===== src/rtl/fpu_arbiter_if.sv =====
// Requester, response and fpu-side handshake bundle for fpu_arbiter.
// slave is the arbiter's view; master is the requesters plus fpu side.
interface fpu_arbiter_if #(parameter int N_REQ = 4);
    localparam int IDW = $clog2(N_REQ);

    logic [N_REQ-1:0]       req_valid;
    logic [N_REQ-1:0]       req_ready;
    logic [N_REQ-1:0][3:0]  req_operation;
    logic [N_REQ-1:0][31:0] req_data_a;
    logic [N_REQ-1:0][31:0] req_data_b;
    logic [N_REQ-1:0]       rsp_valid;
    logic [N_REQ-1:0]       rsp_ready;
    logic [31:0]            rsp_result;
    logic                   rsp_error;
    logic                   busy;
    logic [IDW-1:0]         grant_id;
    logic [3:0]             fpu_operation;
    logic [31:0]            fpu_data_a;
    logic [31:0]            fpu_data_b;
    logic                   fpu_input_rdy;
    logic                   fpu_input_ack;
    logic                   fpu_output_rdy;
    logic                   fpu_output_ack;
    logic [31:0]            fpu_result;
    logic                   fpu_flush;

    modport slave (
        input  req_valid, req_operation, req_data_a, req_data_b, rsp_ready,
               fpu_input_ack, fpu_output_rdy, fpu_result,
        output req_ready, rsp_valid, rsp_result, rsp_error, busy, grant_id,
               fpu_operation, fpu_data_a, fpu_data_b, fpu_input_rdy,
               fpu_output_ack, fpu_flush
    );

    modport master (
        output req_valid, req_operation, req_data_a, req_data_b, rsp_ready,
               fpu_input_ack, fpu_output_rdy, fpu_result,
        input  req_ready, rsp_valid, rsp_result, rsp_error, busy, grant_id,
               fpu_operation, fpu_data_a, fpu_data_b, fpu_input_rdy,
               fpu_output_ack, fpu_flush
    );
endinterface


===== src/rtl/fpu_arbiter.sv =====
// Round-robin sharing of a single fpu among N_REQ requesters, one operation in
// flight, with a watchdog that aborts and flushes a hung fpu.
module fpu_arbiter #(
    parameter int N_REQ          = 4,
    parameter int TIMEOUT_CYCLES = 64
) (
    input  logic          clock,
    input  logic          reset,
    fpu_arbiter_if.slave  bus
);
    localparam int IDW = $clog2(N_REQ);
    localparam logic [7:0] TMO = 8'(TIMEOUT_CYCLES - 1);

    typedef enum logic [1:0] {IDLE, ISSUE, WAIT, RESPOND} state_t;

    state_t           state, state_nxt;
    logic [IDW-1:0]   last, pick, idx, gid_q;
    logic             pick_vld, take, done, tmo;
    logic [7:0]       timer;
    logic [3:0]       op_q;
    logic [31:0]      a_q, b_q, res_q;
    logic             err_q, ird_q, oack_q, flush_q;
    logic [N_REQ-1:0] rdy, vld;

    // First valid requester after the last one served.
    always_comb begin
        pick_vld = 1'b0;
        pick     = '0;
        idx      = '0;
        for (int k = N_REQ; k >= 1; k--) begin
            idx = IDW'((int'(last) + k) % N_REQ);
            if (bus.req_valid[idx]) begin
                pick_vld = 1'b1;
                pick     = idx;
            end
        end
    end

    always_comb begin
        state_nxt = state;
        take      = 1'b0;
        done      = 1'b0;
        tmo       = 1'b0;
        case (state)
            IDLE: if (pick_vld) begin
                take      = 1'b1;
                state_nxt = ISSUE;
            end
            ISSUE: if (timer == TMO) begin
                tmo       = 1'b1;
                state_nxt = RESPOND;
            end else if (bus.fpu_input_ack) begin
                state_nxt = WAIT;
            end
            // A result on the timeout edge still counts as completion.
            WAIT: if (bus.fpu_output_rdy) begin
                done      = 1'b1;
                state_nxt = RESPOND;
            end else if (timer == TMO) begin
                tmo       = 1'b1;
                state_nxt = RESPOND;
            end
            RESPOND: if (bus.rsp_ready[gid_q]) state_nxt = IDLE;
            default: state_nxt = IDLE;
        endcase
    end

    always_comb begin
        rdy = '0;
        vld = '0;
        if (!reset && state == IDLE && pick_vld) rdy[pick] = 1'b1;
        if (state == RESPOND) vld[gid_q] = 1'b1;
    end

    always_ff @(posedge clock or posedge reset) begin
        if (reset) begin
            state   <= IDLE;
            last    <= IDW'(N_REQ - 1);
            gid_q   <= '0;
            timer   <= '0;
            op_q    <= '0;
            a_q     <= '0;
            b_q     <= '0;
            res_q   <= '0;
            err_q   <= 1'b0;
            ird_q   <= 1'b0;
            oack_q  <= 1'b0;
            flush_q <= 1'b0;
        end else begin
            state   <= state_nxt;
            ird_q   <= (state_nxt == ISSUE);
            oack_q  <= done;
            flush_q <= tmo;
            if (take) begin
                op_q  <= bus.req_operation[pick];
                a_q   <= bus.req_data_a[pick];
                b_q   <= bus.req_data_b[pick];
                gid_q <= pick;
                timer <= '0;
            end else if ((state == ISSUE || state == WAIT) && timer != 8'hFF) begin
                timer <= timer + 8'd1;
            end
            if (done) begin
                res_q <= bus.fpu_result;
                err_q <= 1'b0;
            end else if (tmo) begin
                res_q <= 32'hFFFF_FFFF;
                err_q <= 1'b1;
            end
            if (state == RESPOND && bus.rsp_ready[gid_q]) last <= gid_q;
        end
    end

    assign bus.req_ready      = rdy;
    assign bus.rsp_valid      = vld;
    assign bus.rsp_result     = res_q;
    assign bus.rsp_error      = err_q;
    assign bus.busy           = (state != IDLE);
    assign bus.grant_id       = gid_q;
    assign bus.fpu_operation  = op_q;
    assign bus.fpu_data_a     = a_q;
    assign bus.fpu_data_b     = b_q;
    assign bus.fpu_input_rdy  = ird_q;
    assign bus.fpu_output_ack = oack_q;
    assign bus.fpu_flush      = flush_q;
endmodule


===== src/flat_wrapper.sv =====
// flat-port wrapper written by rule: the top's interface ports become plain ports
module fpu_arbiter_flat 
#(
    parameter int N_REQ          = 4,
    parameter int TIMEOUT_CYCLES = 64
)
  (clock, reset, bus_req_valid, bus_req_operation, bus_req_data_a, bus_req_data_b, bus_rsp_ready, bus_fpu_input_ack, bus_fpu_output_rdy, bus_fpu_result, bus_req_ready, bus_rsp_valid, bus_rsp_result, bus_rsp_error, bus_busy, bus_grant_id, bus_fpu_operation, bus_fpu_data_a, bus_fpu_data_b, bus_fpu_input_rdy, bus_fpu_output_ack, bus_fpu_flush);
  fpu_arbiter_if #(.N_REQ(N_REQ)) bus_i ();
  input  logic clock;
  input  logic reset;
  input wire logic [$bits(bus_i.req_valid)-1:0] bus_req_valid;
  input wire logic [$bits(bus_i.req_operation)-1:0] bus_req_operation;
  input wire logic [$bits(bus_i.req_data_a)-1:0] bus_req_data_a;
  input wire logic [$bits(bus_i.req_data_b)-1:0] bus_req_data_b;
  input wire logic [$bits(bus_i.rsp_ready)-1:0] bus_rsp_ready;
  input wire logic [$bits(bus_i.fpu_input_ack)-1:0] bus_fpu_input_ack;
  input wire logic [$bits(bus_i.fpu_output_rdy)-1:0] bus_fpu_output_rdy;
  input wire logic [$bits(bus_i.fpu_result)-1:0] bus_fpu_result;
  output wire logic [$bits(bus_i.req_ready)-1:0] bus_req_ready;
  output wire logic [$bits(bus_i.rsp_valid)-1:0] bus_rsp_valid;
  output wire logic [$bits(bus_i.rsp_result)-1:0] bus_rsp_result;
  output wire logic [$bits(bus_i.rsp_error)-1:0] bus_rsp_error;
  output wire logic [$bits(bus_i.busy)-1:0] bus_busy;
  output wire logic [$bits(bus_i.grant_id)-1:0] bus_grant_id;
  output wire logic [$bits(bus_i.fpu_operation)-1:0] bus_fpu_operation;
  output wire logic [$bits(bus_i.fpu_data_a)-1:0] bus_fpu_data_a;
  output wire logic [$bits(bus_i.fpu_data_b)-1:0] bus_fpu_data_b;
  output wire logic [$bits(bus_i.fpu_input_rdy)-1:0] bus_fpu_input_rdy;
  output wire logic [$bits(bus_i.fpu_output_ack)-1:0] bus_fpu_output_ack;
  output wire logic [$bits(bus_i.fpu_flush)-1:0] bus_fpu_flush;
  assign bus_i.req_valid = bus_req_valid;
  assign bus_i.req_operation = bus_req_operation;
  assign bus_i.req_data_a = bus_req_data_a;
  assign bus_i.req_data_b = bus_req_data_b;
  assign bus_i.rsp_ready = bus_rsp_ready;
  assign bus_i.fpu_input_ack = bus_fpu_input_ack;
  assign bus_i.fpu_output_rdy = bus_fpu_output_rdy;
  assign bus_i.fpu_result = bus_fpu_result;
  assign bus_req_ready = bus_i.req_ready;
  assign bus_rsp_valid = bus_i.rsp_valid;
  assign bus_rsp_result = bus_i.rsp_result;
  assign bus_rsp_error = bus_i.rsp_error;
  assign bus_busy = bus_i.busy;
  assign bus_grant_id = bus_i.grant_id;
  assign bus_fpu_operation = bus_i.fpu_operation;
  assign bus_fpu_data_a = bus_i.fpu_data_a;
  assign bus_fpu_data_b = bus_i.fpu_data_b;
  assign bus_fpu_input_rdy = bus_i.fpu_input_rdy;
  assign bus_fpu_output_ack = bus_i.fpu_output_ack;
  assign bus_fpu_flush = bus_i.fpu_flush;
  fpu_arbiter #(.N_REQ(N_REQ), .TIMEOUT_CYCLES(TIMEOUT_CYCLES)) u_core (.clock(clock), .reset(reset), .bus(bus_i));
endmodule

===== config.mk =====
export PLATFORM = sky130hd
export DESIGN_NAME = fpu_arbiter_flat
export DESIGN_NICKNAME = d
export VERILOG_FILES = /design/src/rtl/fpu_arbiter_if.sv /design/src/rtl/fpu_arbiter.sv /design/src/flat_wrapper.sv
export SDC_FILE = /design/constraint.sdc
export NUM_CORES = 1
export LEC_CHECK = 0
export ABC_AREA = 1
export BUFFER_PORTS_ARGS = -buffer_cell sky130_fd_sc_hd__buf_2
export CAP_MARGIN = 0
export CORE_AREA = 4 4 166 168
export CTS_BUF_LIST = sky130_fd_sc_hd__clkbuf_16
export DETAILED_ROUTE_END_ITERATION = 16
export DIE_AREA = 0 0 170 172
export GPL_TIMING_DRIVEN = 1
export PLACE_DENSITY_LB_ADDON = 0.2
export RECOVER_POWER = 50
export SYNTH_ARGS = -nofsm -noshare
export SYNTH_HDL_FRONTEND = slang
export SYNTH_SLANG_ARGS = --single-unit

===== constraint.sdc =====
create_clock -name clock -period 16.21 [get_ports clock]
set_input_delay 4.863 -clock clock [delete_from_list [all_inputs] [get_ports clock]]
set_output_delay 4.863 -clock clock [all_outputs]
set_load 0.1 [all_outputs]

==> flow_summary.json <==
{
  "cpMostUsedCell": "buf_2",
  "layout_commonest_cell": "nand2_1",
  "place_hpwl_um": 23000,
  "synthSimpleGateAreaFrac": 0.490,
  "drv_cap": 2,
  "hold_path_depth": 2,
  "ys_ff_latch": 118,
  "max_freq_ghz": 0.0782,
  "numClockSinks": 118,
  "grt_usage": 0.205,
  "reg2reg_depth": 15,
  "place_congestion": 0.904,
  "cts-resized-gates": 0,
  "required_ns": 11.35,
  "cts_root_buf": "clkbuf_16",
  "mostFrequentLayoutCells": "591 x nand2_1, 326 x buf_2, 282 x nand3_1",
  "netlist_instances": 1290,
  "crit_arrival_ns": 7.93,
  "wirelength_um": 31300,
  "coreArea_um2": 25900,
  "start_kind": "primary input",
  "skew_ns": 0.00751,
  "route.detailed.drc": 0,
  "crit_chain": "buf_2 > clkinvlp_2 > nand2_1 > nor3_1 > buf_2",
  "dr_total_vias": 9485,
  "critPathTopFamily": "buffers and inverters",
  "rsz0062_at_grt": "no",
  "die_y_um": 172,
  "status": "finished, violations left",
  "numPortBuffers": 430,
  "cts_buffers": 17,
  "post_cts_buffers": 0,
  "antenna_found_initial": 3,
  "nNetsFinal": 1974,
  "cp.depth": 5,
  "synthXorXnorAreaFrac": 0.00109,
  "ant_nets": 0,
  "timing.final.crit_share": 0.789,
  "slew_violations": 122,
  "setup_tns_ns": 0,
  "grt_pass1_wl_um": 48100,
  "drive_above_1_share": 0.232,
  "rows": 59,
  "cts_tree": "done",
  "critPathMaxStageDelay_ns": 1.69,
  "synthDistinctLibCells": 25,
  "seqCellArea_um2": 2960,
  "cp.buffers_inverters": 3,
  "maxSlewHeadroom": -1.66,
  "synthAdderAreaFrac": 0.00932,
  "vias_per_cell": 4.74,
  "cp_slowest_cell": "clkinvlp_2",
  "first_pass_iters": 5,
  "syn_area_um2": 8050,
  "drt-initial-drc-count": 517,
  "clk_path_buf_depth": 2,
  "tightest_slew_ns": 4.00,
  "crit_path_max_fanout": 47,
  "synth_top_family_by_area": "simple AND/OR/NAND/NOR gates",
  "wl_per_cell_um": 15.7,
  "period_needed_ns": 12.79,
  "grt_start_max_net_pins": 93,
  "timing_hold_violations_final": 0,
  "synth_compound_area_frac": 0.0375,
  "critPathKind": "primary input to output port",
  "multi_input_area_um2": 4390,
  "syn2layout_area_growth_pct": 32.9,
  "seq_area_frac_synth": 0.367,
  "worstSetupEndpointType": "output port",
  "dieArea_um2": 29200,
  "die_w_um": 170,
  "grt_pass1_vias": 9134,
  "synth_warnings": 0,
  "h-tree-depth": 4,
  "clk_pin_slew_ns": 0.06,
  "hold_buffers": 0,
  "fillers": 2871,
  "synthMuxAreaShare": 0,
  "overflow": 0,
  "violations": "max-capacitance violations, max-slew violations",
  "setup_violations": 0,
  "syn_nets": 1612,
  "ios": 431,
  "postSynthAreaPerCell_um2": 6.24,
  "clock_latency_ns": 0.41,
  "initial_core_util": 0.311,
  "hold_path_class": "register to register"
}
-- path summary, 6_finish.rpt --
kind	from	end	slack, ns
max reg2reg	u_core.last[0]$_DFFE_PP1P_	u_core.bus.fpu_data_b[31]$_DFFE_PP0P_	12.82
min	u_core.bus.fpu_data_a[21]$_DFFE_PP0P_	u_core.bus.fpu_data_a[21]$_DFFE_PP0P_	0.48
min reg2reg	u_core.bus.fpu_data_a[21]$_DFFE_PP0P_	u_core.bus.fpu_data_a[21]$_DFFE_PP0P_	0.48
max	reset	bus_req_ready[2]	3.42
max in group asynchronous	reset	u_core.bus.fpu_data_a[13]$_DFFE_PP0P_	6.55
min in group asynchronous	reset	u_core.bus.grant_id[0]$_DFFE_PP0P_	5.06
-- stage by stage --
stage / worst slack (ns) / instance area [µm²] / std cells / utilization / hold slack [ns]
floorplan: 1.43 / 8050 / 1290 / - / 0.468
global placement: 3.54 / 10200 / 1968 / 0.395 / 0.458
detailed placement: 3.54 / 10200 / 1968 / 0.395 / 0.459
CTS: 3.54 / 10800 / 2000 / 0.418 / 0.474
global route: 2.77 / 10700 / 2001 / 0.413 / 0.493
finish: 3.42 / 10700 / 2001 / 0.413 / 0.476
-- registers in the layout, indices dropped and copies added, names as in the netlist --
name and flops:
u_core.bus.fpu_data_a 32, u_core.bus.fpu_data_b 32, u_core.bus.rsp_result 32, u_core.timer 8, u_core.bus.fpu_operation 4, u_core.bus.grant_id 2, u_core.last 2, u_core.state 2
u_core.bus.fpu_flush 1, u_core.bus.fpu_input_rdy 1, u_core.bus.fpu_output_ack 1, u_core.bus.rsp_error 1
-- routing by layer --
| layer | part of all wire | global-route usage | vias to the layer above |
|---|---|---|---|
| li1 | - | - | 4824 |
| met1 | 0.41 | 0.250 | 4250 |
| met2 | 0.49 | 0.357 | 369 |
| met3 | 0.077 | 0.0526 | 40 |
| met4 | 0.025 | 0.0656 | 2 |
| met5 | 0.00064 | 0 | - |
-- Yosys cell counts --
cell type	instances	area share
a21boi_0	1	0.00093
a21oi_1	36	0.022
a31oi_1	2	0.0016
and3_1	3	0.0023
buf_1	5	0.0023
buf_2	60	0.037
buf_4	10	0.0093
buf_6	6	0.0084
clkbuf_1	14	0.0065
dfrtp_1	116	0.36
dfstp_2	2	0.0065
ha_1	6	0.0093
inv_1	61	0.028
inv_2	6	0.0028
nand2_1	594	0.28
nand2_2	6	0.0047
nand3_1	284	0.18
nand4_1	1	0.00078
nor2_1	44	0.021
nor3_1	12	0.0075
o21ai_0	17	0.011
o21ai_2	1	0.0011
o21bai_1	1	0.00093
or2_2	1	0.00078
xor2_1	1	0.0011
-- kinds of logic (layout without fill, tap and decap cells) --
group / after synthesis / count (layout)
xor gates and xnor gates: 1 / 1
and+or+nand+nor: 945 / 945
DFF: 118 / 118
other: 0 / 1
AOI/OAI and AO/OA: 58 / 58
buffers and inverters: 162 / 537
adders and majority gates: 6 / 6
-- worst register-to-register path, delay by kind of cell, from the launching register on --
family / cells / cell delay [ns]
buf+inv: 3 / 1.05
simple gates: 12 / 1.62
flops: 1 / 0.68
-- cell type report --
cell class | count | area share
Multi-Input combinational cell | 1010 | 0.410
Sequential cell | 118 | 0.276
Timing Repair Buffer | 438 | 0.194
Clock buffer | 17 | 0.0398
Tap cell | 335 | 0.0392
Inverter | 67 | 0.0236
Clock inverter | 15 | 0.0166
Antenna cell | 1 | 0.000234
Power is left out: the tool's default activity adds up to more than one toggle a clock period on the data nets, which glitch-free logic cannot reach.
